<file path="src/rtl/muldiv_stall.sv">
// muldiv_stall: iterative HI/LO multiply/divide unit for the EX stage.
//   Runs MULT, MULTU, DIV and DIVU over N+1 cycles: N shift-add or restoring
//   iterations followed by one sign-fix/writeback cycle. MTHI/MTLO writes are
//   taken only while idle. stall freezes IF/ID and ID/EX whenever a HI/LO
//   access or a new op arrives while an op is still in flight.
//
// Ports
//   clk      in   rising-edge clock
//   rst_n    in   asynchronous active-low reset
//   start    in   issue op (re-held by the pipeline while stalled)
//   op       in   [1:0] 00 MULTU, 01 MULT, 10 DIVU, 11 DIV
//   a, b     in   [N-1:0] rs / rt operands
//   rd_hi    in   MFHI in EX
//   rd_lo    in   MFLO in EX
//   wr_hi    in   MTHI in EX
//   wr_lo    in   MTLO in EX
//   wdata    in   [N-1:0] MTHI/MTLO data
//   hi, lo   out  [N-1:0] HI/LO registers
//   busy     out  op in flight (registered)
//   done     out  one-cycle pulse once hi/lo hold the new result
//   stall    out  hold request to the pipeline registers
//
// state  | meaning
// IDLE   | waiting; accepts start or MTHI/MTLO writes
// RUN    | one multiply/divide iteration per clock, count 0..N-1
// FIX    | sign correction and hi/lo writeback, done pulse
module muldiv_stall #(
    parameter int N = 32
) (
    input  logic         clk,
    input  logic         rst_n,
    input  logic         start,
    input  logic [1:0]   op,
    input  logic [N-1:0] a,
    input  logic [N-1:0] b,
    input  logic         rd_hi,
    input  logic         rd_lo,
    input  logic         wr_hi,
    input  logic         wr_lo,
    input  logic [N-1:0] wdata,
    output logic [N-1:0] hi,
    output logic [N-1:0] lo,
    output logic         busy,
    output logic         done,
    output logic         stall
);

    localparam int CW = $clog2(N) + 1;

    localparam logic [1:0] S_IDLE = 2'd0;
    localparam logic [1:0] S_RUN  = 2'd1;
    localparam logic [1:0] S_FIX  = 2'd2;

    localparam logic [N-1:0]   ONE_N  = {{(N-1){1'b0}}, 1'b1};
    localparam logic [2*N-1:0] ONE_2N = {{(2*N-1){1'b0}}, 1'b1};

    logic [1:0]    state;
    logic [CW-1:0] count;
    logic          is_div;
    logic          neg_q;     // product / quotient must be negated
    logic          neg_r;     // remainder takes the dividend's sign
    logic          b_zero;
    logic [N-1:0]  mag_d;     // |multiplicand| or |divisor|
    logic [N-1:0]  acc_hi;    // product high half / partial remainder
    logic [N-1:0]  acc_lo;    // multiplier bits / dividend-then-quotient bits

    logic          a_neg;
    logic          b_neg;
    logic [N-1:0]  mag_a;
    logic [N-1:0]  mag_b;
    logic [N:0]    mul_sum;
    logic [N:0]    div_shift;
    logic          div_fits;
    logic [N-1:0]  div_diff;
    logic [2*N-1:0] prod;
    logic [2*N-1:0] prod_neg;
    logic [N-1:0]  quo_neg;
    logic [N-1:0]  rem_neg;

    assign a_neg = op[0] & a[N-1];
    assign b_neg = op[0] & b[N-1];
    assign mag_a = a_neg ? (~a + ONE_N) : a;
    assign mag_b = b_neg ? (~b + ONE_N) : b;

    // Shift-add: the carry out of the upper-half add shifts down into bit N-1.
    assign mul_sum = {1'b0, acc_hi} + (acc_lo[0] ? {1'b0, mag_d} : '0);

    // Restoring divide: the shifted remainder needs N+1 bits before the compare.
    assign div_shift = {acc_hi, acc_lo[N-1]};
    assign div_fits  = (div_shift >= {1'b0, mag_d});
    assign div_diff  = div_shift[N-1:0] - mag_d;

    assign prod     = {acc_hi, acc_lo};
    assign prod_neg = ~prod + ONE_2N;
    assign quo_neg  = ~acc_lo + ONE_N;
    assign rem_neg  = ~acc_hi + ONE_N;

    assign stall = busy & (start | rd_hi | rd_lo | wr_hi | wr_lo);

    always_ff @(posedge clk or negedge rst_n) begin
        if (!rst_n) begin
            state  <= S_IDLE;
            count  <= '0;
            is_div <= 1'b0;
            neg_q  <= 1'b0;
            neg_r  <= 1'b0;
            b_zero <= 1'b0;
            mag_d  <= '0;
            acc_hi <= '0;
            acc_lo <= '0;
            hi     <= '0;
            lo     <= '0;
            busy   <= 1'b0;
            done   <= 1'b0;
        end else begin
            done <= 1'b0;
            case (state)
                S_IDLE: begin
                    if (start) begin
                        is_div <= op[1];
                        neg_q  <= a_neg ^ b_neg;
                        neg_r  <= a_neg;
                        b_zero <= (b == '0);
                        mag_d  <= op[1] ? mag_b : mag_a;
                        acc_hi <= '0;
                        acc_lo <= op[1] ? mag_a : mag_b;
                        count  <= '0;
                        busy   <= 1'b1;
                        state  <= S_RUN;
                    end else begin
                        if (wr_hi) hi <= wdata;
                        if (wr_lo) lo <= wdata;
                    end
                end
                S_RUN: begin
                    if (is_div) begin
                        acc_hi <= div_fits ? div_diff : div_shift[N-1:0];
                        acc_lo <= {acc_lo[N-2:0], div_fits};
                    end else begin
                        acc_hi <= mul_sum[N:1];
                        acc_lo <= {mul_sum[0], acc_lo[N-1:1]};
                    end
                    count <= count + CW'(1);
                    if (count == CW'(N - 1)) state <= S_FIX;
                end
                S_FIX: begin
                    if (is_div) begin
                        // A zero divisor yields an all-ones quotient regardless of sign;
                        // the remainder path already reproduces the dividend.
                        lo <= b_zero ? '1 : (neg_q ? quo_neg : acc_lo);
                        hi <= neg_r ? rem_neg : acc_hi;
                    end else begin
                        {hi, lo} <= neg_q ? prod_neg : prod;
                    end
                    busy  <= 1'b0;
                    done  <= 1'b1;
                    state <= S_IDLE;
                end
                default: begin
                    busy  <= 1'b0;
                    state <= S_IDLE;
                end
            endcase
        end
    end

endmodule

</file>
<file path="config.mk">
export PLATFORM = sky130hd
export DESIGN_NAME = muldiv_stall
export DESIGN_NICKNAME = d
export VERILOG_FILES = /design/src/rtl/muldiv_stall.sv
export SDC_FILE = /design/constraint.sdc
export NUM_CORES = 1
export LEC_CHECK = 0
export CAP_MARGIN = 20
export CELL_PAD_IN_SITES_DETAIL_PLACEMENT = 0
export CELL_PAD_IN_SITES_GLOBAL_PLACEMENT = 1
export CORE_ASPECT_RATIO = 1.75
export CORE_MARGIN = 2
export CORE_UTILIZATION = 40
export CTS_CLUSTER_SIZE = 14
export DETAILED_ROUTE_END_ITERATION = 12
export HOLD_SLACK_MARGIN = 0.1
export MAX_ROUTING_LAYER = met4
export PLACE_DENSITY_LB_ADDON = 0.1
export SETUP_SLACK_MARGIN = 0.2
export SYNTH_ARGS = -nofsm -noshare
export SYNTH_HDL_FRONTEND = slang
export SYNTH_SLANG_ARGS = --single-unit
</file>
<file path="constraint.sdc">
create_clock -name clk -period 3.7 [get_ports clk]
set_input_delay 0.74 -clock clk [delete_from_list [all_inputs] [get_ports clk]]
set_output_delay 0.74 -clock clk [all_outputs]
set_load 0.02 [all_outputs]
</file>
==> Word-level counts from Yosys, hierarchy flattened <==
Cells that the tools add are included.
{ "totals": {"reg_bits": 174, "input_bits": 105, "output_inout_bits": 67, "elab_cells": 86} }
{ "op_classes": {"add_sub_neg": 8, "n_lt_le_gt_ge": 1, "eq_ne": 8, "mux": 32, "bitwise_logic": 14, "reduce_logical": 10} }
{ "ops": {"columns": ["cell", "count"], "rows": [
  ["$mux 32", 19],
  ["$pmux 32 s2", 4],
  ["$add 32x1->32 const B", 4],
  ["$not 32->32", 4],
  ["$add 64x1->64 const B", 1],
  ["$mux 64", 1],
  ["$not 64->64", 1],
  ["$add 32x32->33", 1],
  ["$ge 33x32->1", 1],
  ["$logic_not 32->1", 1],
  ["$sub 32x32->32", 1],
  ["$pmux 6 s2", 1],
  ["$ne 2x2->1 const B", 5],
  ["$reduce_and 2->1", 4],
  ["$add 6x1->6 const B", 1],
  ["$eq 6x5->1 const B", 1],
  ["$mux 6", 1],
  ["$reduce_and 3->1", 2],
  ["$mux 2", 2],
  ["$or 1x1->1", 4],
  ["$pmux 2 s2", 1],
  ["$reduce_bool 2->1", 2],
  ["$and 1x1->1", 3],
  ["$eq 2x1->1 const B", 1],
  ["other kinds (6)", 7]
]} }

==> Longest topological paths before layout <==
Gate-level depths: netlist of the first run.
{ "logic_depth": {"depth_word": 6, "depth_mapped": 15, "mapped_depth_nobuf": 14} }

==> Worst setup path after synthesis of the first run <==
OpenSTA, ideal clock, no wires.
{ "synth_path": {"path_type": "flip-flop to flip-flop", "start": "register acc_lo[0]", "end": "register acc_hi[31]", "setup_time_ns": 0.122, "t_arrival_ns": 3.194, "t_required_ns": 3.578, "slack_ns": 0.384, "path_stages_with_launch": 15, "cell_sequence": "dfrtp_1 -> inv_1 -> clkbuf_1 -> nor2_1 -> ha_1 -> o211ai_1 -> a21oi_1 -> o41ai_1 -> a2111oi_0 -> nor2_1 -> o21ai_0 -> a31oi_1 -> o21bai_1 -> a211o_1 -> a32o_1"} }
{ "synth_between": {"elab_chain_cells": 4} }
{ "synth_rtl": {"columns": ["item", "line_no", "text"], "rows": [
  ["start, declared", "65", "logic [N-1:0] acc_lo;"],
  ["start signal, assigned", "126", "acc_lo <= op[1] ? mag_a : mag_b;"],
  ["start signal, assigned", "138", "acc_lo <= {acc_lo[N-2:0], div_fits};"],
  ["start signal, assigned", "141", "acc_lo <= {mul_sum[0], acc_lo[N-1:1]};"],
  ["$mux 32", "86", "assign mul_sum = {1'b0, acc_hi} + (acc_lo[0] ? {1'b0, mag_d} : '0);"],
  ["$add 32x32->33", "86", null],
  ["$mux 32", "136", "if (is_div) begin"],
  ["$pmux 32 s2", "117", "case (state)"],
  ["end signal, assigned", "137", "acc_hi <= div_fits ? div_diff : div_shift[N-1:0];"],
  ["end signal, assigned", "140", "acc_hi <= mul_sum[N:1];"],
  ["end, declared", "64", "logic [N-1:0] acc_hi;"]
]} }
No other way between the ends.
A chain may end at the register's enable or synchronous reset.

==> Worst setup path after layout of the first run <==
{ "layout_path": {"start": "register acc_hi[17]", "end": "register acc_hi[13]"} }
{ "layout_between": {"elab_chain_cells": 4} }
{ "layout_rtl": {"columns": ["item", "line_no", "text"], "rows": [
  ["$ge 33x32->1", "90", "assign div_fits = (div_shift >= {1'b0, mag_d});"],
  ["$mux 32", "137", null],
  ["$mux 32", "136", null],
  ["$pmux 32 s2", "117", null]
]} }
No other way between the ends.

==> impl_metrics.csv, run 1 <==
group,metric,value,unit
status,status,"completed",
sta,hold_ws,0.278,ns
synth,synth_enable_flop_cells,0,
floorplanning,die_width,149,um
placement,place_hpwl,48.2,mm
final_layout,n_antenna_cell,0,
drt,wl,60.8,mm
worst_setup_path,slowest_delay,0.53,ns
worst_setup_path,cp.arrival,3.76,ns
worst_setup_path,cp.required,4.05,ns
global_route,grt_pass1_wl,90.6,mm
sta,max_freq,293,MHz
global_route,grt_use_total,32.2,%
synth,synth_area_leaders,"dfrtp_1, xnor2_1, o21ai_0",
final_layout,final_nets,2345,
global_route,grt_max_degree,73,
placement,io_buffer_count,171,
clocking,clock_path_buffers,2,
floorplanning,placementRows,93,
synth,synthesis.nets,2061,
sta,setup_ws,0.287,ns
sta,slew_headroom,51.3,%
worst_setup_path,path_class,"reg -> reg",
synth,synth_seq_cells,174,
worst_setup_path,end_kind,"register",
power_and_ir_drop,max-vdd-ir-drop,0.000534,V
drt,firstDrtPassIters,6,
power_and_ir_drop,power,17.5,mW
worst_setup_path,reg2reg_from,"acc_hi[17]",
synth,ys_async_sr_fraction,100,%
global_route,antenna_found_initial,0,
worst_setup_path,r2r_cells,12,
final_layout,area_growth,30.4,%
floorplanning,initial_core_util,40.4,%
clocking,cts.sinks,174,
final_layout,drive_above_1_share,14.7,%
sta,rsz0062_at_grt,"true",
worst_setup_path,cp_slowest_cell,"or4_1",
sta,report.final.slew_viol_count,0,
placement,place_worst_setup_slack,-0.103,ns
min_path,hp-class,"in -> async",
worst_setup_path,crit_chain,"buf_4 > ha_2 > nand4_1 > or4_1 > or4_1 > inv_1 > o31a_1 > nor2_4 > buf_4 > buf_4 > a211oi_1 > o21ai_0",
global_route,grt-ovfl-total,0,
synth,synth_top_cell_area_share,29.4,%
floorplanning,die_h,259,um
clocking,cts_made_buffers,17,
synth,yosysWarningCount,0,
synth,syn_area,0.0148,mm2
drt,drc,0,
synth,ys_seq_area_share,29.4,%
drt,drtIter0Drc,924,
sta,period_minus_slack,3.41,ns
power_and_ir_drop,leakage,8.05,nW
worst_setup_path,crit_fanout,7,
placement,globalplace.congestion,0.926,
drt,num_vias,15517,
clocking,cts_tree,"built",
worst_setup_path,crit_top_cell,"buf_4",
worst_setup_path,crit_path_start,"acc_hi[17]",
sta,hold_viol,0,
power_and_ir_drop,power_density,905,mW/mm2
sta,finalSetupViolations,0,
drt,ant_nets,0,
global_route,grt_pass1_vias,15276,
drt,via_per_inst,5.84,
clocking,htree_levels,4,
sta,worst_slew_pin_slew,0.726,ns
drt,routedWlPerCell,22.9,um
sta,clock_skew,0.0175,ns
worst_setup_path,r2r_setup_slack,0.29,ns
clocking,worstSkewPairLatency,0.47,ns
synth,avgSynthCellArea,7.86,um2
clocking,clk_pin_slew,0.08,ns
floorplanning,die_area,0.0386,mm2
floorplanning,io_pins,172,
synth,yosys.area.top_type,"dfrtp_1",
job,drv_cap,0,
worst_setup_path,crit_end,"acc_hi[13]",
synth,synth_flop_cell,"dfrtp_1",
synth,yosysUniqueCellTypes,74,
synth,synthCells,1885,
floorplanning,core,0.0367,mm2
sta,finalCritPeriodShare,92.3,%
worst_setup_path,critPathLaunchType,"register",
worst_setup_path,reg2reg_to,"acc_hi[13]",
clocking,cts_root_buf,"clkbuf_16",
[power by group]
| group | internal (mW) | switching [mW] | total [mW] |
|---|---|---|---|
| Sequential | 2.60 | 0.737 | 3.34 |
| Combinational | 5.38 | 6.79 | 12.2 |
| Clock | 0.949 | 1.03 | 1.98 |
| Total | 8.93 | 8.56 | 17.5 |
[state kept, by name (all words and copies together), names as in the netlist]
name	count
lo	32
is_div	1
b_zero	1
neg_q	1
hi	32
count	6
state	2
mag_d	32
neg_r	1
acc_hi	32
busy	1
acc_lo	32
done	1
[Yosys cell counts, types with 17 or more instances]
| library cell | count |
|---|---|
| nand2b_1 | 18 |
| dfrtp_1 | 174 |
| ha_1 | 69 |
| o211ai_1 | 36 |
| nor3_1 | 35 |
| nor2b_1 | 20 |
| a31oi_1 | 33 |
| o31ai_1 | 30 |
| clkbuf_1 | 99 |
| and3_1 | 17 |
| o22ai_1 | 36 |
| mux2i_1 | 60 |
| o21ai_0 | 184 |
| nand3_1 | 37 |
| a211oi_1 | 69 |
| xor2_1 | 61 |
| a21oi_1 | 155 |
| nor4_1 | 17 |
| xnor2_1 | 106 |
| a21o_1 | 30 |
| buf_1 | 20 |
| inv_1 | 68 |
| nand2_1 | 201 |
| nor2_1 | 138 |
[cell families (layout without fill, tap and decap cells)]
kind of cell	after synthesis	after routing	synth area share (%)
flip-flops	174	174	29.4
AO/OA/AOI/OAI	665	665	28.1
buffers and inverters	193	490	4.97
XOR/XNOR	167	167	9.87
adder cells (fa/ha/maj)	71	71	6.10
AND/OR/NAND/NOR	554	554	17.5
multiplexers	61	61	4.13
[metrics by stage]
stage,cells,utilization (%),TNS [ns],area (um2)
3_3_place_gp,2624,50.2,-0.0792,18400
4_1_cts,2656,52.1,0,19100
3_5_place_dp,2624,50.2,-0.171,18400
5_1_grt,2657,52.7,0,19300
2_1_floorplan,1885,-,0,14800
6_report,2657,52.7,0,19300
[critical path, delay by kind of cell (launching register included)]
| family | cells | cell delay (ns) |
|---|---|---|
| buffers and inverters | 4 | 0.59 |
| AOI/OAI and AO/OA | 3 | 0.66 |
| and+or+nand+nor | 4 | 1.23 |
| adders and majority gates | 1 | 0.39 |
| DFF | 1 | 0.40 |
[worst min-delay path by stage]
stage          slack [ns]   endpoint  startpoint  cells past startpoint
2_1_floorplan        0.44  acc_hi[0]       rst_n                      0
3_3_place_gp         0.46     b_zero      b_zero                      2
3_5_place_dp         0.46     b_zero      b_zero                      2
4_1_cts              0.31     hi[30]       rst_n                      1
5_1_grt              0.32     hi[17]       rst_n                      1
6_report             0.28     hi[30]       rst_n                      1
[area by class of cell]
type	count	area, um2
Clock buffer	17	425
Clock inverter	15	213
Fill cell	3701	17300
Inverter	70	263
Multi-Input combinational cell	1518	10000
Sequential cell	174	4360
Tap cell	475	594
Timing Repair Buffer	388	3440
[per-layer routing]
| metal | part of all wire [%] | global-route usage [%] | vias to the layer above |
|---|---|---|---|
| li1 | - | - | 7449 |
| met5 | 0 | - | - |
| met3 | 3.0 | 2.18 | 170 |
| met1 | 38 | 34.5 | 7449 |
| met4 | 8.5 | 23.4 | 0 |
| met2 | 51 | 55.3 | 449 |
[cell usage in the layout (no fill, tap or decap), types with 17 or more instances in the layout]
cell type	synthesis	routed
xor2_1	61	60
a31oi_1	33	30
o22ai_1	36	36
a21o_1	30	30
buf_4	0	209
and3_1	17	17
dfrtp_1	174	173
o31ai_1	30	28
ha_1	69	64
nor2b_1	20	18
nand2b_1	18	17
a21oi_1	155	150
nor2_1	138	136
nor3_1	35	35
inv_1	68	64
xnor2_1	106	106
o21ai_0	184	176
clkbuf_16	0	17
nand2_1	201	199
a211oi_1	69	61
nand3_1	37	36
clkdlybuf4s50_1	0	169
mux2i_1	60	59
o211ai_1	36	36
[repair_timing]
| action | 4_1_cts | 5_1_grt |
|---|---|---|
| buffers inserted | 0 | 1 |
| resized for setup | 14 | 52 |
| pin swaps | 1 | 14 |
| hold buffers | 0 | 0 |
| endpoints found under the setup margin | 20 | 41 |
Note: power is estimated with default switching activity, not from simulation.
==> run 2: changes to the inputs <==
DONT_BUFFER_PORTS = 1   (was unset)
==> impl_metrics.csv, run 2 (same netlist as run 1, synthesis figures left out) <==
group,metric,value,unit
status,status,"finished, violations left",
status,violations,"negative hold slack",
floorplanning,core,0.0367,mm2
final_layout,instances_no_fill,2439,
global_route,grt-ovfl-total,0,
drt,firstDrtPassIters,6,
global_route,grt_pass1_wl,91.2,mm
sta,finalSetupTns,0,ns
clocking,cts.sinks,174,
sta,hold_viol,79,
worst_setup_path,path_class,"reg -> reg",
job,drv_cap,0,
clocking,cts_root_buf,"clkbuf_16",
final_layout,drive_above_1_share,13.6,%
placement,place_area,0.0160,mm2
clocking,clock_path_buffers,2,
worst_setup_path,crit_fanout,6,
floorplanning,io_pins,172,
worst_setup_path,cp.arrival,3.99,ns
clocking,clk_pin_slew,0.08,ns
global_route,grt_max_degree,175,
drt,num_vias,14637,
worst_setup_path,end_kind,"register",
sta,slew_headroom,43.5,%
power_and_ir_drop,max-vdd-ir-drop,0.000387,V
sta,hold_ws,-0.0271,ns
placement,globalplace.congestion,0.946,
drt,wl,62.0,mm
clocking,htree_levels,4,
placement,place_hpwl,48.0,mm
global_route,grt_pass1_vias,14548,
placement,io_buffer_count,0,
min_path,hp-class,"in -> async",
worst_setup_path,cp.required,4.03,ns
sta,report.final.slew_viol_count,0,
worst_setup_path,critPathLaunchType,"register",
final_layout,final_cell_mix,"nand2_1, o21ai_0, dfrtp_1",
sta,period_minus_slack,3.66,ns
clocking,worstSkewPairLatency,0.47,ns
sta,finalSetupViolations,0,
placement,placed_cells,2373,
sta,finalCritPeriodShare,98.9,%
power_and_ir_drop,leakage,7.09,nW
global_route,antenna_found_initial,5,
final_layout,fin_util,47.1,%
power_and_ir_drop,power,17.0,mW
floorplanning,die_area,0.0386,mm2
clocking,cts_tree,"built",
final_layout,mostFrequentLayoutCell,"nand2_1",
floorplanning,die_h,259,um
floorplanning,initial_core_util,40.4,%
final_layout,final_cell_area,0.0173,mm2
drt,via_per_inst,6.00,
power_and_ir_drop,power_density,984,mW/mm2
final_layout,area_growth,16.6,%
sta,clock_skew,0.0172,ns
drt,drc,0,
sta,worst_slew_pin_slew,0.840,ns
global_route,grt_use_total,32.7,%
sta,max_freq,273,MHz
drt,routedWlPerCell,25.4,um
clocking,cts_made_buffers,17,
floorplanning,die_width,149,um
final_layout,final_nets,2117,
drt,drtIter0Drc,1008,
drt,ant_nets,0,
sta,rsz0062_at_grt,"true",
floorplanning,placementRows,93,
==> run 2: changes by cell type in the layout (fill, tap and decap cells not counted), moves of 4 or more <==
cell,previous run,this run
buf_4,209,154
ha_1,64,58
ha_4,4,9
o21ai_1,10,6
buf_12,8,1
diode_2,0,10
clkdlybuf4s50_1,169,0
nor2_1,136,132
==> run 2: what timing repair did <==
action | CTS | global route
resized for setup | 44 | 36
endpoints found under the setup margin | 11 | 31
pin swaps | 20 | 20
endpoints found under the hold margin | 174 | 174
gates cloned | 2 | 0
buffers inserted | 13 | 9
==> run 2: final cells by class <==
class / instances / area, um2
fill: 3680 / 19400
clock buffer: 18 / 429
multi-input combinational: 1518 / 10100
antenna: 10 / 25.0
clock inverter: 14 / 193
timing repair buffer: 160 / 1260
sequential: 174 / 4360
inverter: 70 / 265
tap: 475 / 594
==> run 2: worst max-delay path, stage by stage, from the launching register on <==
cell and delay (ns):
dfrtp_1 0.41, inv_4 0.13, buf_12 0.15, nor2_4 0.05, ha_4 0.26, nand4_1 0.21, nor4_4 0.49, nand4_1 0.39
nand3_2 0.25, a31oi_4 0.10, and3b_1 0.21, o31ai_1 0.19, buf_4 0.17, nor3_4 0.04, o311ai_4 0.33, o211ai_1 0.14
==> run 2: metal layers <==
metal / share of wire (%) / track usage (%)
met4: 6.9 / 21.2
met5: 0 / -
met1: 37 / 34.5
met2: 52 / 57.1
met3: 4.2 / 3.57
==> run 2: metrics by stage <==
stage               worst slack [ns]  hold WS, ns
floorplan                      0.384        0.439
global placement               -1.19        0.449
detailed placement             -1.12        0.450
CTS                           0.0750      -0.0508
global route                  0.0581      -0.0484
finish                        0.0397      -0.0271
==> run 2: worst paths after layout <==
path / from / to / slack (ns) / cells past startpoint
max: acc_lo[0] / acc_hi[28] / 0.04 / 15
min: rst_n / count[4] / -0.03 / 0
max reg2reg: acc_lo[0] / acc_hi[28] / 0.04 / 15
min reg2reg: mag_d[11] / mag_d[11] / 0.48 / 2
max in group asynchronous: rst_n / mag_d[31] / 3.48 / 0
min in group clk: b[31] / mag_d[31] / 0.44 / 2
==> run 2: report_power, final <==
part,total (mW),switching [mW],internal [mW],leakage [nW]
clock network,1.95,0.970,0.985,0.299
logic,11.5,6.56,4.95,4.73
registers,3.53,0.933,2.60,2.06
total,17.0,8.46,8.53,7.09
==> run 3: changes to the inputs <==
CORE_UTILIZATION = 49   (was 40)
GPL_TIMING_DRIVEN = 0   (was unset)
SETUP_SLACK_MARGIN = 0.15   (was 0.2)
==> impl_metrics.csv, run 3 (same netlist as run 1, synthesis figures left out) <==
group,metric,value,unit
status,status,"finished, violations left",
status,violations,"negative hold slack",
clocking,cts.sinks,174,
clocking,clock_path_buffers,2,
final_layout,regArea,0.00437,mm2
worst_setup_path,crit_chain,"buf_6 > or4_4 > or4_1 > or4_4 > or2_4 > nand2b_1 > o2bb2ai_2 > o21bai_1 > xor2_1 > nand2_1 > o21ai_0",
floorplanning,placementRows,84,
worst_setup_path,critPathTopFamily,"simple AND/OR/NAND/NOR gates",
worst_setup_path,critPathLaunchType,"register",
sta,hold_viol,29,
floorplanning,core,0.0300,mm2
sta,rsz0062_at_grt,"true",
worst_setup_path,crit_fanout,8,
sta,finalSetupTns,0,ns
sta,finalCritPeriodShare,95.6,%
drt,drtIter0Drc,1157,
sta,max_freq,283,MHz
drt,via_per_inst,6.45,
final_layout,fin_util,55.8,%
clocking,cts_root_buf,"clkbuf_16",
global_route,antenna_found_initial,4,
worst_setup_path,cp.required,4.08,ns
final_layout,instances_no_fill,2339,
power_and_ir_drop,power_density,966,mW/mm2
clocking,htree_levels,4,
floorplanning,die_h,234,um
worst_setup_path,crit_top_cell,"or4_4",
final_layout,area_growth,12.9,%
worst_setup_path,slowest_delay,0.56,ns
clocking,cts_made_buffers,17,
worst_setup_path,cp.arrival,3.91,ns
final_layout,final_cell_mix,"nand2_1, o21ai_0, dfrtp_1",
worst_setup_path,cp_slowest_cell,"or4_4",
final_layout,fillerInstances,2956,
sta,period_minus_slack,3.54,ns
sta,setup_ws,0.164,ns
sta,hold_ws,-0.0305,ns
sta,finalSetupViolations,0,
clocking,worstSkewPairLatency,0.46,ns
global_route,grt_use_total,40.0,%
drt,firstDrtPassIters,5,
job,drv_cap,0,
worst_setup_path,crit_buf_inv,1,
min_path,hp-class,"in -> async",
drt,wl,62.4,mm
clocking,cts_tree,"built",
power_and_ir_drop,max-vdd-ir-drop,0.000600,V
floorplanning,initial_core_util,49.5,%
global_route,grt_pass1_wl,90.7,mm
global_route,grt_max_degree,175,
floorplanning,die_width,135,um
final_layout,drive_above_1_share,8.74,%
final_layout,final_nets,2109,
global_route,grt-ovfl-total,0,
drt,drc,0,
global_route,grt_pass1_vias,14725,
sta,worst_slew_pin_slew,1.11,ns
placement,io_buffer_count,0,
final_layout,multi_input_area,0.0102,mm2
drt,num_vias,15089,
sta,slew_headroom,25.7,%
power_and_ir_drop,leakage,6.62,nW
final_layout,mostFrequentLayoutCell,"nand2_1",
worst_setup_path,end_kind,"register",
floorplanning,io_pins,172,
drt,routedWlPerCell,26.7,um
placement,place_worst_setup_slack,-1.27,ns
clocking,clk_pin_slew,0.09,ns
sta,report.final.slew_viol_count,0,
drt,ant_nets,0,
worst_setup_path,path_class,"reg -> reg",
placement,placed_cells,2272,
placement,place_hpwl,49.0,mm
placement,globalplace.congestion,1.03,
floorplanning,die_area,0.0317,mm2
sta,clock_skew,0.0145,ns
[run 3: final timing paths]
path	start	end	slack, ns	depth (start not counted)
worst max-delay path	acc_lo[14]	hi[21]	0.16	11
worst min-delay path	rst_n	acc_hi[13]	-0.03	0
worst max register to register	acc_lo[14]	hi[21]	0.16	11
worst min register to register	mag_d[5]	mag_d[5]	0.49	2
max in group asynchronous	rst_n	acc_hi[5]	3.29	0
min in group clk	b[31]	mag_d[31]	0.45	2
[run 3: layout make-up]
cell class,instances,area share [%]
buffer,122,3.19
tap,387,2.90
antenna,6,0.0898
multi-input combinational,1518,61.0
clock buffer,18,2.57
inverter,70,1.60
timing repair buffer,30,1.52
clock inverter,14,1.01
sequential,174,26.1
[run 3: stage by stage]
stage               power, mW  instance area, um2
floorplan                10.1               14800
global placement         12.8               15300
detailed placement       12.9               15300
CTS                      15.2               16200
global route             17.1               16700
finish                   16.1               16700
[run 3: per-layer routing]
metal	vias up	part of all wire [%]	GRT usage, %
li1	6969	-	-
met2	626	49	66.4
met3	221	5.6	5.38
met5	-	0	-
met1	7273	36	42.4
met4	0	9.1	32.2
[run 3: report_power, final]
part / switching, mW / internal [mW] / leakage (nW) / total, mW
clock network: 0.957 / 0.916 / 0.287 / 1.87
registers: 1.27 / 2.61 / 2.05 / 3.88
logic: 6.18 / 4.22 / 4.28 / 10.4
[run 3: what timing repair did]
item	in CTS	in global routing
endpoints found under the setup margin	51	32
buffers inserted	8	21
cloned	1	0
hold endpoints to repair	174	174
pin swaps	15	27
resized for setup	76	74
